### config.mk
export PLATFORM = sky130hd
export DESIGN_NAME = updown_counter_gen
export DESIGN_NICKNAME = d
export VERILOG_FILES = /design/src/rtl/udc_pkg.sv /design/src/rtl/tick_prescaler.sv /design/src/rtl/updown_counter_gen.sv
export SDC_FILE = /design/constraint.sdc
export NUM_CORES = 1
export LEC_CHECK = 0
export BUFFER_PORTS_ARGS = -buffer_cell sky130_fd_sc_hd__buf_2
export CAP_MARGIN = 20
export CELL_PAD_IN_SITES_DETAIL_PLACEMENT = 1
export CELL_PAD_IN_SITES_GLOBAL_PLACEMENT = 2
export CORE_ASPECT_RATIO = 1.2
export CORE_MARGIN = 4
export CORE_UTILIZATION = 38
export CTS_CLUSTER_DIAMETER = 60
export DETAILED_ROUTE_END_ITERATION = 10
export GPL_ROUTABILITY_DRIVEN = 0
export PLACE_DENSITY_LB_ADDON = 0.05
export REMOVE_ABC_BUFFERS = 1
export SLEW_MARGIN = 25
export SYNTH_ARGS = -nofsm -noshare
export SYNTH_HDL_FRONTEND = slang
export SYNTH_SLANG_ARGS = --single-unit
### constraint.sdc
create_clock -name CLOCK_50 -period 3.8 [get_ports CLOCK_50]
set_input_delay 0.19 -clock CLOCK_50 [delete_from_list [all_inputs] [get_ports CLOCK_50]]
set_output_delay 0.19 -clock CLOCK_50 [all_outputs]
set_load 0.01 [all_outputs]
### src/rtl/udc_pkg.sv
// udc_pkg: shared constants and types for the up/down counter and its prescaler
package udc_pkg;
  localparam int DEF_FAST_DIV = 5_000_000;
  localparam int DEF_SLOW_DIV = 25_000_000;
  typedef enum logic {DIR_DOWN = 1'b0, DIR_UP = 1'b1} dir_t;
endpackage

### src/rtl/tick_prescaler.sv
// tick_prescaler: free-running two-rate divider producing a one-cycle tick
//   CLOCK_50 in  : clock
//   RST_N    in  : asynchronous active-low reset
//   fast     in  : 1 = FAST_DIV cycles per tick, 0 = SLOW_DIV
//   tick     out : one-cycle pulse every selected number of cycles
module tick_prescaler
  import udc_pkg::*;
#(
  parameter int FAST_DIV = DEF_FAST_DIV,
  parameter int SLOW_DIV = DEF_SLOW_DIV,
  parameter int DIV_W    = 26
) (
  input  logic CLOCK_50,
  input  logic RST_N,
  input  logic fast,
  output logic tick
);
  logic [DIV_W-1:0] div_cnt, last;
  // >= rather than == so a switch to the shorter period never stalls for a full counter wrap
  always_comb begin
    last = fast ? DIV_W'(FAST_DIV - 1) : DIV_W'(SLOW_DIV - 1);
    tick = div_cnt >= last;
  end
  always_ff @(posedge CLOCK_50 or negedge RST_N)
    if (!RST_N) div_cnt <= '0;
    else        div_cnt <= tick ? '0 : div_cnt + 1'b1;
endmodule

### src/rtl/updown_counter_gen.sv
// updown_counter_gen: parametrised up/down counter with wrap/saturate, load, single-step and two-rate tick
//   CLOCK_50, RST_N : clock, asynchronous active-low reset
//   run, dir_up, fast, sat, step, load, load_val : controls (step is edge-detected)
//   count, tc, at_max, at_min : count value, wrap pulse, boundary flags
//   Define UDC_SYNC_INPUTS_EN to pass the control inputs through two-flop synchronisers.
module updown_counter_gen
  import udc_pkg::*;
#(
  parameter int               WIDTH    = 18,
  parameter logic [WIDTH-1:0] MAX_VAL  = {WIDTH{1'b1}},
  parameter int               FAST_DIV = DEF_FAST_DIV,
  parameter int               SLOW_DIV = DEF_SLOW_DIV,
  parameter int               DIV_W    = 26
) (
  input  logic             CLOCK_50,
  input  logic             RST_N,
  input  logic             run,
  input  logic             dir_up,
  input  logic             fast,
  input  logic             sat,
  input  logic             step,
  input  logic             load,
  input  logic [WIDTH-1:0] load_val,
  output logic [WIDTH-1:0] count,
  output logic             tc,
  output logic             at_max,
  output logic             at_min
);
  logic run_i, dir_i, fast_i, sat_i, step_i, load_i;
`ifdef UDC_SYNC_INPUTS_EN
  logic [5:0] sync1, sync2;
  always_ff @(posedge CLOCK_50 or negedge RST_N)
    if (!RST_N) begin
      sync1 <= '0;
      sync2 <= '0;
    end else begin
      sync1 <= {run, dir_up, fast, sat, step, load};
      sync2 <= sync1;
    end
  assign {run_i, dir_i, fast_i, sat_i, step_i, load_i} = sync2;
`else
  assign {run_i, dir_i, fast_i, sat_i, step_i, load_i} = {run, dir_up, fast, sat, step, load};
`endif
  logic tick, step_q, adv, wrap;
  logic [WIDTH-1:0] nxt;
  dir_t dir;
  tick_prescaler #(.FAST_DIV(FAST_DIV), .SLOW_DIV(SLOW_DIV), .DIV_W(DIV_W)) u_pre (
    .CLOCK_50(CLOCK_50),
    .RST_N(RST_N),
    .fast(fast_i),
    .tick(tick)
  );
  // bounds are compared explicitly so a non-power-of-two MAX_VAL wraps correctly
  always_comb begin
    dir    = dir_t'(dir_i);
    at_max = count == MAX_VAL;
    at_min = count == '0;
    adv    = (run_i & tick) | (step_i & ~step_q);
    wrap   = adv & ~sat_i & (dir == DIR_UP ? at_max : at_min);
    nxt    = dir == DIR_UP ? (at_max ? (sat_i ? MAX_VAL : '0) : count + 1'b1)
                           : (at_min ? (sat_i ? '0 : MAX_VAL) : count - 1'b1);
  end
  always_ff @(posedge CLOCK_50 or negedge RST_N)
    if (!RST_N) begin
      count  <= '0;
      tc     <= 1'b0;
      step_q <= 1'b0;
    end else begin
      step_q <= step_i;
      tc     <= wrap & ~load_i;
      if (load_i)   count <= load_val > MAX_VAL ? MAX_VAL : load_val;
      else if (adv) count <= nxt;
    end
endmodule
Word-level counts from Yosys, hierarchy flattened:

Cells that the tools add are included.

* word-level logic and storage cells: 32
* register bits after elaboration: 46
* bits of input ports: 26
* output and inout bits: 21

* magnitude comparators: 2
* add/sub/neg operators: 3
* bitwise gates (word level): 9
* multiplexer cells: 11
* reduce and logical (&&, ||, !) cells: 2
* equality and inequality tests: 1

Operator list (number)
* $mux W18: 8
* $add A26 B1 Y26 const B: 1
* $ge A26 B26 Y1: 1
* $mux W26: 1
* $mux W25: 1
* $add A18 B1 Y18 const B: 1
* $eq A18 B18 Y1 const B: 1
* $gt A18 B18 Y1 const B: 1
* $logic_not A18 Y1: 1
* $sub A18 B1 Y18 const B: 1
* $and A1 B1 Y1: 5
* $not A1 Y1: 3
* $reduce_bool A2 Y1: 1
* $mux W1: 1
* $or A1 B1 Y1: 1

Depth between registers and ports, before layout:

Gate-level depths: netlist of run 1.

* depth in word-level cells: 7
* mapped depth: 9

Modules after synthesis:

Synthesis of run 1 repeated with hierarchy kept, for this count alone.

* cell total of the unflattened synthesis: 398
* area, all modules: 3398.3 um^2

By module, submodules not included
* updown_counter_gen: cells an instance 251, times used 1, area each 1936.9 um^2
* tick_prescaler: cells an instance 147, times used 1, area each 1461.4 um^2

Worst setup path before layout of run 1:

OpenSTA, ideal clock, no wires.

* path kind: reg2reg
* from: register count[0]
* to: register count[8]
* buffers on the path: 1
* cell stages (with the launch flop): 10
* arrival: 2.269 ns
* slack: 1.396 ns
* library setup time: 0.135 ns
* path through: dfrtp_1 inv_1 ha_1 nor3b_2 nand4_1 buf_2 o21a_4 a221o_1 a211oi_2 o31ai_1

* word-level cells in the longest chain between the ends: 5

RTL lines
* start: declaration: line updown_counter_gen.sv:24 `output logic [WIDTH-1:0] count,`
* start signal: assignment: line updown_counter_gen.sv:71 `if (load_i) count <= load_val > MAX_VAL ? MAX_VAL : load_val;`
* start signal: assignment: line updown_counter_gen.sv:72 `else if (adv) count <= nxt;`
* $sub A18 B1 Y18, or another cell as far along: line updown_counter_gen.sv:61 `: (at_min ? (sat_i ? '0 : MAX_VAL) : count - 1'b1);`
* $mux W18, on equally long branches: line updown_counter_gen.sv:61, updown_counter_gen.sv:60
* $mux W18 *: line updown_counter_gen.sv:60 `nxt = dir == DIR_UP ? (at_max ? (sat_i ? MAX_VAL : '0) : count + 1'b1)`
* $mux W18 *: line updown_counter_gen.sv:72
* $mux W18 *: line updown_counter_gen.sv:71

Every way passes the cells marked *; elsewhere a longest branch is shown, timed or not. The select of a mux whose other input is x is not followed.
A chain may end at the register's enable or synchronous reset.

Worst setup path after layout of run 1:

* from: register count[0]
* to: register count[17]

Same word-level chain as after synthesis.

==> metrics.cfg, run 1 <==
[outcome]
status = completed

[place]
port_buffers = 46
hpwl_um = 7170
dpl-instance-area_mm2 = 0.00377
dp_cells = 559

[route]
vias = 3289
top_layer = met4
ant_nets = 0
dr_wl_met2_um = 5000
drtPass1Iterations = 4
drt-initial-drc-count = 132
met3_length_um = 258
via_per_inst = 5.79
drc = 0
wl_per_cell_um = 17.7
wl_met1_um = 4590
routed_wl_um = 10000

[setup_path]
required_ps = 3970
rr_endpoint = count[17]$_DFFE_PN0P_
reg2regPathDepth = 7
arrival_ps = 2970
r2r-start = count[0]$_DFFE_PN0P_
r2r_setup_slack_ps = 1000
worstSetupEndpointType = flip-flop
crit_path_start = count[0]$_DFFE_PN0P_
worstSetupPathType = reg2reg
endpoint = count[17]$_DFFE_PN0P_
startpoint_type = flip-flop
critPathMaxFanout = 8

[power_and_ir_drop]
total_power_mw = 1.06
p_leak_nw = 1.57
ir_drop_mv = 0.129
powerDensity_mw_per_mm2 = 273

[layout]
area_growth_pct = 11.5
postLayoutCoreUtil_pct = 44.2
diodes = 0
layout.cells.non_filler = 568
nets = 488
design_area_mm2 = 0.00387
drive_gt1_share_pct = 17.5

[timing]
hold_viol = 0
max_freq_mhz = 357
worst_slew_pin_slew_ps = 662
report.final.setup_viol = 0
grt_setup_unrepaired = no
min_period_over_period_pct = 73.8
maxSlewHeadroom_pct = 55.5
slew_viol_final = 0
min_period_ps = 2800
setup_tns_ps = 0
clock_skew_ps = 7.01

[die]
fp-row-count = 37
dieArea_mm2 = 0.0107
die_h_um = 113
core_area_mm2 = 0.00875
die_w_um = 95.2
start_util_pct = 39.6
io_pins = 47

[global_routing]
antenna_found_initial = 0
grt_pass1_wl_um = 17300
first_global_vias = 3477
grt_max_degree = 47
grt_usage_pct = 19.9
grt-ovfl-total = 0

[clock_tree]
htreeDepth = 2
cts_resized = 0
cts_buffer_depth = 2
insertion_delay_ps = 310
post_cts_buffers = 0
cts_tree = yes
cts.clk_slew.worst_paths_ps = 90
hold_buffers = 2
cts-root-buf = clkbuf_8
numClockSinks = 46
cts_buffers = 5

[synthesis]
synthFlopType = dfrtp_1
synth_edf_count = 0
muxShareOfSynthArea_pct = 0.649
synth_xor_area_share_pct = 5.81
ys_seq_area_share_pct = 33.2
synthAdderAreaFrac_pct = 3.97
async_flop_share_pct = 100
synthTopCellsByArea = dfrtp_1, nor2_1, nand2_1
ys_warn_count = 0
syn_area_mm2 = 0.00347
yosysTopAreaCell = dfrtp_1
synth_top_family_by_area = simple AND/OR/NAND/NOR gates
syn_area_per_cell_um2 = 8.38
synth_compound_area_share_pct = 22.2
synth.distinct_cells = 64
syn-instance-count = 414
yosys.area_share.simple_pct = 29.1
synth_top_cell_area_share_pct = 33.2
ys_ff_latch = 46

[run]
maxCapViolCount = 0

[min_path]
hp-class = in2reg

-- synthesized netlist by cell type, types with 6 or more instances --
master	instances
a211oi_1	10
a21oi_1	11
a221o_1	6
and3_1	8
clkbuf_1	15
dfrtp_1	46
ha_1	11
inv_1	13
nand2_1	42
nand3_1	10
nand4_1	16
nor2_1	63
nor3_1	9
nor4_1	12
o21ai_0	7
o221ai_1	6
o31ai_1	17
xnor2_1	9
xor2_1	14
-- area by class of cell --
type	instances	area, um2
clock buffer	5	68.8
clock inverter	2	10.0
fill	1060	4880
inverter	14	52.6
multi-input combinational	330	2140
sequential	46	1150
tap	117	146
timing repair buffer	54	295
-- worst min path at each step --
stage	startpoint	end	slack [ps]	depth (start not counted)
after CTS	load_val[3]	count[3]$_DFFE_PN0P_	70	3
after global placement	step	step_q$_DFF_PN0_	310	1
after global routing	load_val[5]	count[5]$_DFFE_PN0P_	80	3
final	load_val[12]	count[12]$_DFFE_PN0P_	80	3
after floorplan	RST_N	count[0]$_DFFE_PN0P_	-110	0
after detailed placement	step	step_q$_DFF_PN0_	320	1
-- critical path, cell delays in order (launching register included) --
cell and delay, ps:
dfrtp_1 480, ha_1 260, nand3_1 210, nor4_1 660, a31oi_1 320, a221o_1 410, a211oi_2 230, o31ai_1 100
-- state kept, by name, indices dropped and copies added, names as in the netlist --
signal and cells:
count 18, step_q 1, u_pre.div_cnt 26, tc 1
-- stage by stage --
| stage | setup WS [ps] | hold WS, ps |
|---|---|---|
| 2_1_floorplan | 1210 | -106 |
| 3_3_place_gp | 1050 | 314 |
| 3_5_place_dp | 1040 | 321 |
| 4_1_cts | 1000 | 69.5 |
| 5_1_grt | 767 | 79.4 |
| 6_report | 996 | 79.9 |
-- layer usage --
layer | up-vias | global-route usage, %
met5 | - | 0
met4 | 0 | 6.45
met3 | 15 | 2.48
met2 | 54 | 34.8
met1 | 1613 | 24.8
li1 | 1607 | -
-- cell usage in the layout, fill, tap and decap left out, types with 3 or more instances in the layout --
| master | netlist | routed |
|---|---|---|
| a211oi_1 | 10 | 10 |
| nand2_1 | 42 | 42 |
| and2_1 | 3 | 3 |
| buf_4 | 1 | 6 |
| a21oi_1 | 11 | 11 |
| a31o_2 | 3 | 3 |
| clkbuf_8 | 0 | 5 |
| o221ai_1 | 6 | 6 |
| o31ai_1 | 17 | 17 |
| nand4_1 | 16 | 16 |
| o2111ai_1 | 3 | 3 |
| nor4_1 | 12 | 12 |
| a211oi_2 | 5 | 5 |
| and3_1 | 8 | 8 |
| o22ai_1 | 3 | 3 |
| nor2b_1 | 5 | 5 |
| o21ai_0 | 7 | 7 |
| nor3b_1 | 3 | 3 |
| o21ai_1 | 4 | 4 |
| or3_1 | 5 | 5 |
| dfrtp_1 | 46 | 46 |
| a221o_1 | 6 | 6 |
| xor2_1 | 14 | 14 |
| buf_2 | 4 | 46 |
| nand2b_1 | 5 | 5 |
| nand3_1 | 10 | 10 |
| o211ai_1 | 3 | 3 |
| inv_1 | 13 | 13 |
| nor2_1 | 63 | 63 |
| nor3_1 | 9 | 9 |
| ha_1 | 11 | 11 |
| xnor2_1 | 9 | 9 |
-- report_power, final --
group	leakage (nW)	total, mW	internal, mW	switching [mW]
combinational	0.930	0.197	0.0818	0.115
sequential	0.596	0.558	0.508	0.0503
clock	0.0438	0.302	0.124	0.177
total	1.57	1.06	0.714	0.343
-- cells by family after synthesis --
kind of cell,count (synthesis)
and+or+nand+nor,196
buffers and inverters,38
xor gates and xnor gates,23
adders and majority gates,11
AOI/OAI and AO/OA,98
DFF,46
muxes,2
(Power assumes the default switching activity.)
==> run 2: changes to the inputs <==
ABC_AREA = 1   (was default)
CORE_UTILIZATION = 31   (was 38)
clock period = 2.6 ns   (was 3.8 ns; I/O delays follow)
==> run 2 against run 1 <==
First-iteration DRC count up 38%. Total power is 110% higher. Design area up 21%. Clock power increased to 2.5 times the previous value. Count of clock-buffer cells in the layout is 1 higher. Worst hold slack better by 41 ps. Routed wire length rose by 42%. Largest power group unchanged. Highest routed layer unchanged.
==> metrics.cfg, run 2 <==
[die]
io_pins = 47  ; unchanged
core_area_mm2 = 0.0128  ; was 0.00875 mm2
start_util_pct = 32.1  ; was 39.6%
dieArea_mm2 = 0.0152  ; was 0.0107 mm2
die_h_um = 134  ; was 113 um
die_w_um = 113  ; was 95.2 um
fp-row-count = 45  ; was 37

[clock_tree]
cts_buffer_depth = 2  ; unchanged
insertion_delay_ps = 290  ; was 310 ps
cts_buffers = 5  ; unchanged
post_cts_buffers = 0  ; unchanged
hold_buffers = 2  ; unchanged
cts.clk_slew.worst_paths_ps = 70  ; was 90 ps
htreeDepth = 2  ; unchanged
cts_tree = yes  ; unchanged
cts-root-buf = clkbuf_16  ; was clkbuf_8
numClockSinks = 46  ; unchanged
cts_resized = 0  ; unchanged

[layout]
top_register = u_pre.div_cnt  ; unchanged
drive_gt1_share_pct = 13.2  ; was 17.5%
area_growth_pct = 13.9  ; was 11.5%
largest_reg_flops = 26  ; unchanged
diodes = 0  ; unchanged
reg.largest.list = u_pre.div_cnt x26, count x18  ; unchanged
final_common_cell = nand2_1  ; was nor2_1
nets = 761  ; was 488
postLayoutCoreUtil_pct = 36.5  ; was 44.2%
layout_common_cells = nand2_1, nor2_1, inv_1  ; was nor2_1, dfrtp_1, buf_2

[global_routing]
antenna_found_initial = 0  ; unchanged
use_met2_pct = 38.8  ; was 34.8%
first_global_vias = 4779  ; was 3477
grt.busiest_layer = met2  ; unchanged
grt-ovfl-total = 0  ; unchanged
grt_util_met1_pct = 21.5  ; was 24.8%
grt_use_met3_pct = 1.81  ; was 2.48%
grt_pass1_wl_um = 23800  ; was 17300 um
grt_max_degree = 27  ; was 47
grt_usage_pct = 19.6  ; was 19.9%

[power_and_ir_drop]
ir_drop_mv = 0.243  ; was 0.129 mV
p_leak_nw = 2.58  ; was 1.57 nW
powerDensity_mw_per_mm2 = 479  ; was 273 mW/mm2

[setup_path]
required_ps = 2830  ; was 3970 ps
critical_path.top_delay_family = simple AND/OR/NAND/NOR gates  ; was compound AO/OA/AOI/OAI gates
worstSetupEndpointType = flip-flop  ; unchanged
r2r_setup_slack_ps = 400  ; was 1000 ps
crit_buf_inv = 1  ; was 0
slowest_stage = dfrtp_1  ; was nor4_1
startpoint_type = flip-flop  ; unchanged
arrival_ps = 2430  ; was 2970 ps
crit_top_cell = nand2_1
worstSetupPathType = reg2reg  ; unchanged
max_stage_delay_ps = 410  ; was 660 ps
path_cells = inv_1 -> ha_1 -> nand2_2 -> nor2_8 -> nand4_4 -> nand2_1 -> nand2_1 -> a21oi_1 -> o21a_1  ; was ha_1 -> nand3_1 -> nor4_1 -> a31oi_1 -> a221o_1 -> a211oi_2 -> o31ai_1
critPathMaxFanout = 17  ; was 8

[synthesis]
synth_commonest_cells = nand2_1, nor2_1, inv_1  ; was nor2_1, dfrtp_1, nand2_1
ys_seq_area_share_pct = 28.0  ; was 33.2%
synth.distinct_cells = 38  ; was 64
synthTopCellsByArea = nand2_1, dfrtp_1, nor2_1  ; was dfrtp_1, nor2_1, nand2_1
synthFlopType = dfrtp_1  ; unchanged
ys_warn_count = 0  ; unchanged
syn-instance-count = 685  ; was 414
syn_area_per_cell_um2 = 6.01  ; was 8.38 um2
ys_ff_latch = 46  ; unchanged
synth_edf_count = 0  ; unchanged
synth_most_common_cell = nand2_1  ; was nor2_1
async_flop_share_pct = 100  ; unchanged
yosysTopAreaCell = nand2_1  ; was dfrtp_1
synth_top_cell_area_share_pct = 28.6  ; was 33.2%
syn_area_mm2 = 0.00412  ; was 0.00347 mm2

[place]
preCtsSetupSlack_ps = 365  ; was 1040 ps
port_buffers = 46  ; unchanged
hpwl_um = 11000  ; was 7170 um

[timing]
setup_tns_ps = 0  ; unchanged
min_period_ps = 2200  ; was 2800 ps
min_period_over_period_pct = 84.6  ; was 73.8%
hold_viol = 0  ; unchanged
worst_slack_ps = 402  ; was 996 ps
worst_slew_pin_slew_ps = 725  ; was 662 ps
maxSlewHeadroom_pct = 51.6  ; was 55.5%
max_freq_mhz = 455  ; was 357 MHz
slew_viol_final = 0  ; unchanged
grt_setup_unrepaired = no  ; unchanged
report.final.setup_viol = 0  ; unchanged
clock_skew_ps = 4.17  ; was 7.01 ps

[route]
drt-initial-drc-count = 182  ; was 132
vias = 4331  ; was 3289
drtPass1Iterations = 4  ; unchanged
routed_wl_um = 14200  ; was 10000 um
ant_nets = 0  ; unchanged
drc = 0  ; unchanged
via_per_inst = 4.87  ; was 5.79
wl_per_cell_um = 16.0  ; was 17.7 um

[min_path]
hp-class = in2reg  ; unchanged

[outcome]
status = completed  ; unchanged

[run]
maxCapViolCount = 0  ; unchanged

## run 2: changes by cell type after synthesis, moves of 10 or more
cell | before | now
nand2_1 | 42 | 314
nor2_1 | 63 | 84
inv_1 | 13 | 53
nand3_1 | 10 | 33
o31ai_1 | 17 | 0
buf_2 | 4 | 18
a211oi_1 | 10 | 0
## run 2: cell type report
| class | instances | area [um2] |
|---|---|---|
| Fill cell | 1735 | 8150 |
| Multi-Input combinational cell | 549 | 2600 |
| Sequential cell | 46 | 1150 |
| Timing Repair Buffer | 59 | 333 |
| Inverter | 63 | 236 |
| Tap cell | 164 | 205 |
| Clock buffer | 6 | 129 |
| Clock inverter | 2 | 37.5 |
## run 2: path summary, 6_finish.rpt
path,cells after the start,end,startpoint
setup / recovery,9,count[5]$_DFFE_PN0P_,count[0]$_DFFE_PN0P_
hold / removal,5,count[10]$_DFFE_PN0P_,load_val[10]
setup reg to reg,9,count[5]$_DFFE_PN0P_,count[0]$_DFFE_PN0P_
hold reg to reg,1,u_pre.div_cnt[0]$_DFF_PN0_,u_pre.div_cnt[0]$_DFF_PN0_
max in group asynchronous,3,count[17]$_DFFE_PN0P_,RST_N
min in group asynchronous,3,u_pre.div_cnt[12]$_DFF_PN0_,RST_N
## run 2: cell families after synthesis
family,share of synthesized area [%]
adder cells (fa/ha/maj),3.34
flip-flops,28.0
buffers and inverters,8.94
XOR/XNOR,5.32
AO/OA/AOI/OAI,3.59
AND/OR/NAND/NOR,50.8
## run 2: per-stage QoR
step                      total power, mW  cell area [um2]  cells  hold WS [ps]
after global placement               1.49             4500    879           154
final                                2.25             4690    889           121
after floorplan                      1.26             3980    658          -166
after detailed placement             1.50             4500    879           164
after global routing                 2.42             4690    889           148
after CTS                            2.29             4690    889           119
## run 2: tightest hold or removal path: cells and delay by family
family        cells  cell delay (ps)
buf+inv           1               70
simple gates      4              170
## run 2: report_power, final
part / total [mW] / internal (mW) / switching [mW]
Clock: 0.765 / 0.455 / 0.310
Sequential: 0.860 / 0.755 / 0.105
Combinational: 0.621 / 0.225 / 0.396
## run 2: per-layer routing
layer	vias to the layer above	routed length, um
met5	-	0
met4	0	305
met3	22	292
met2	59	7810
met1	2058	5790
li1	2192	-
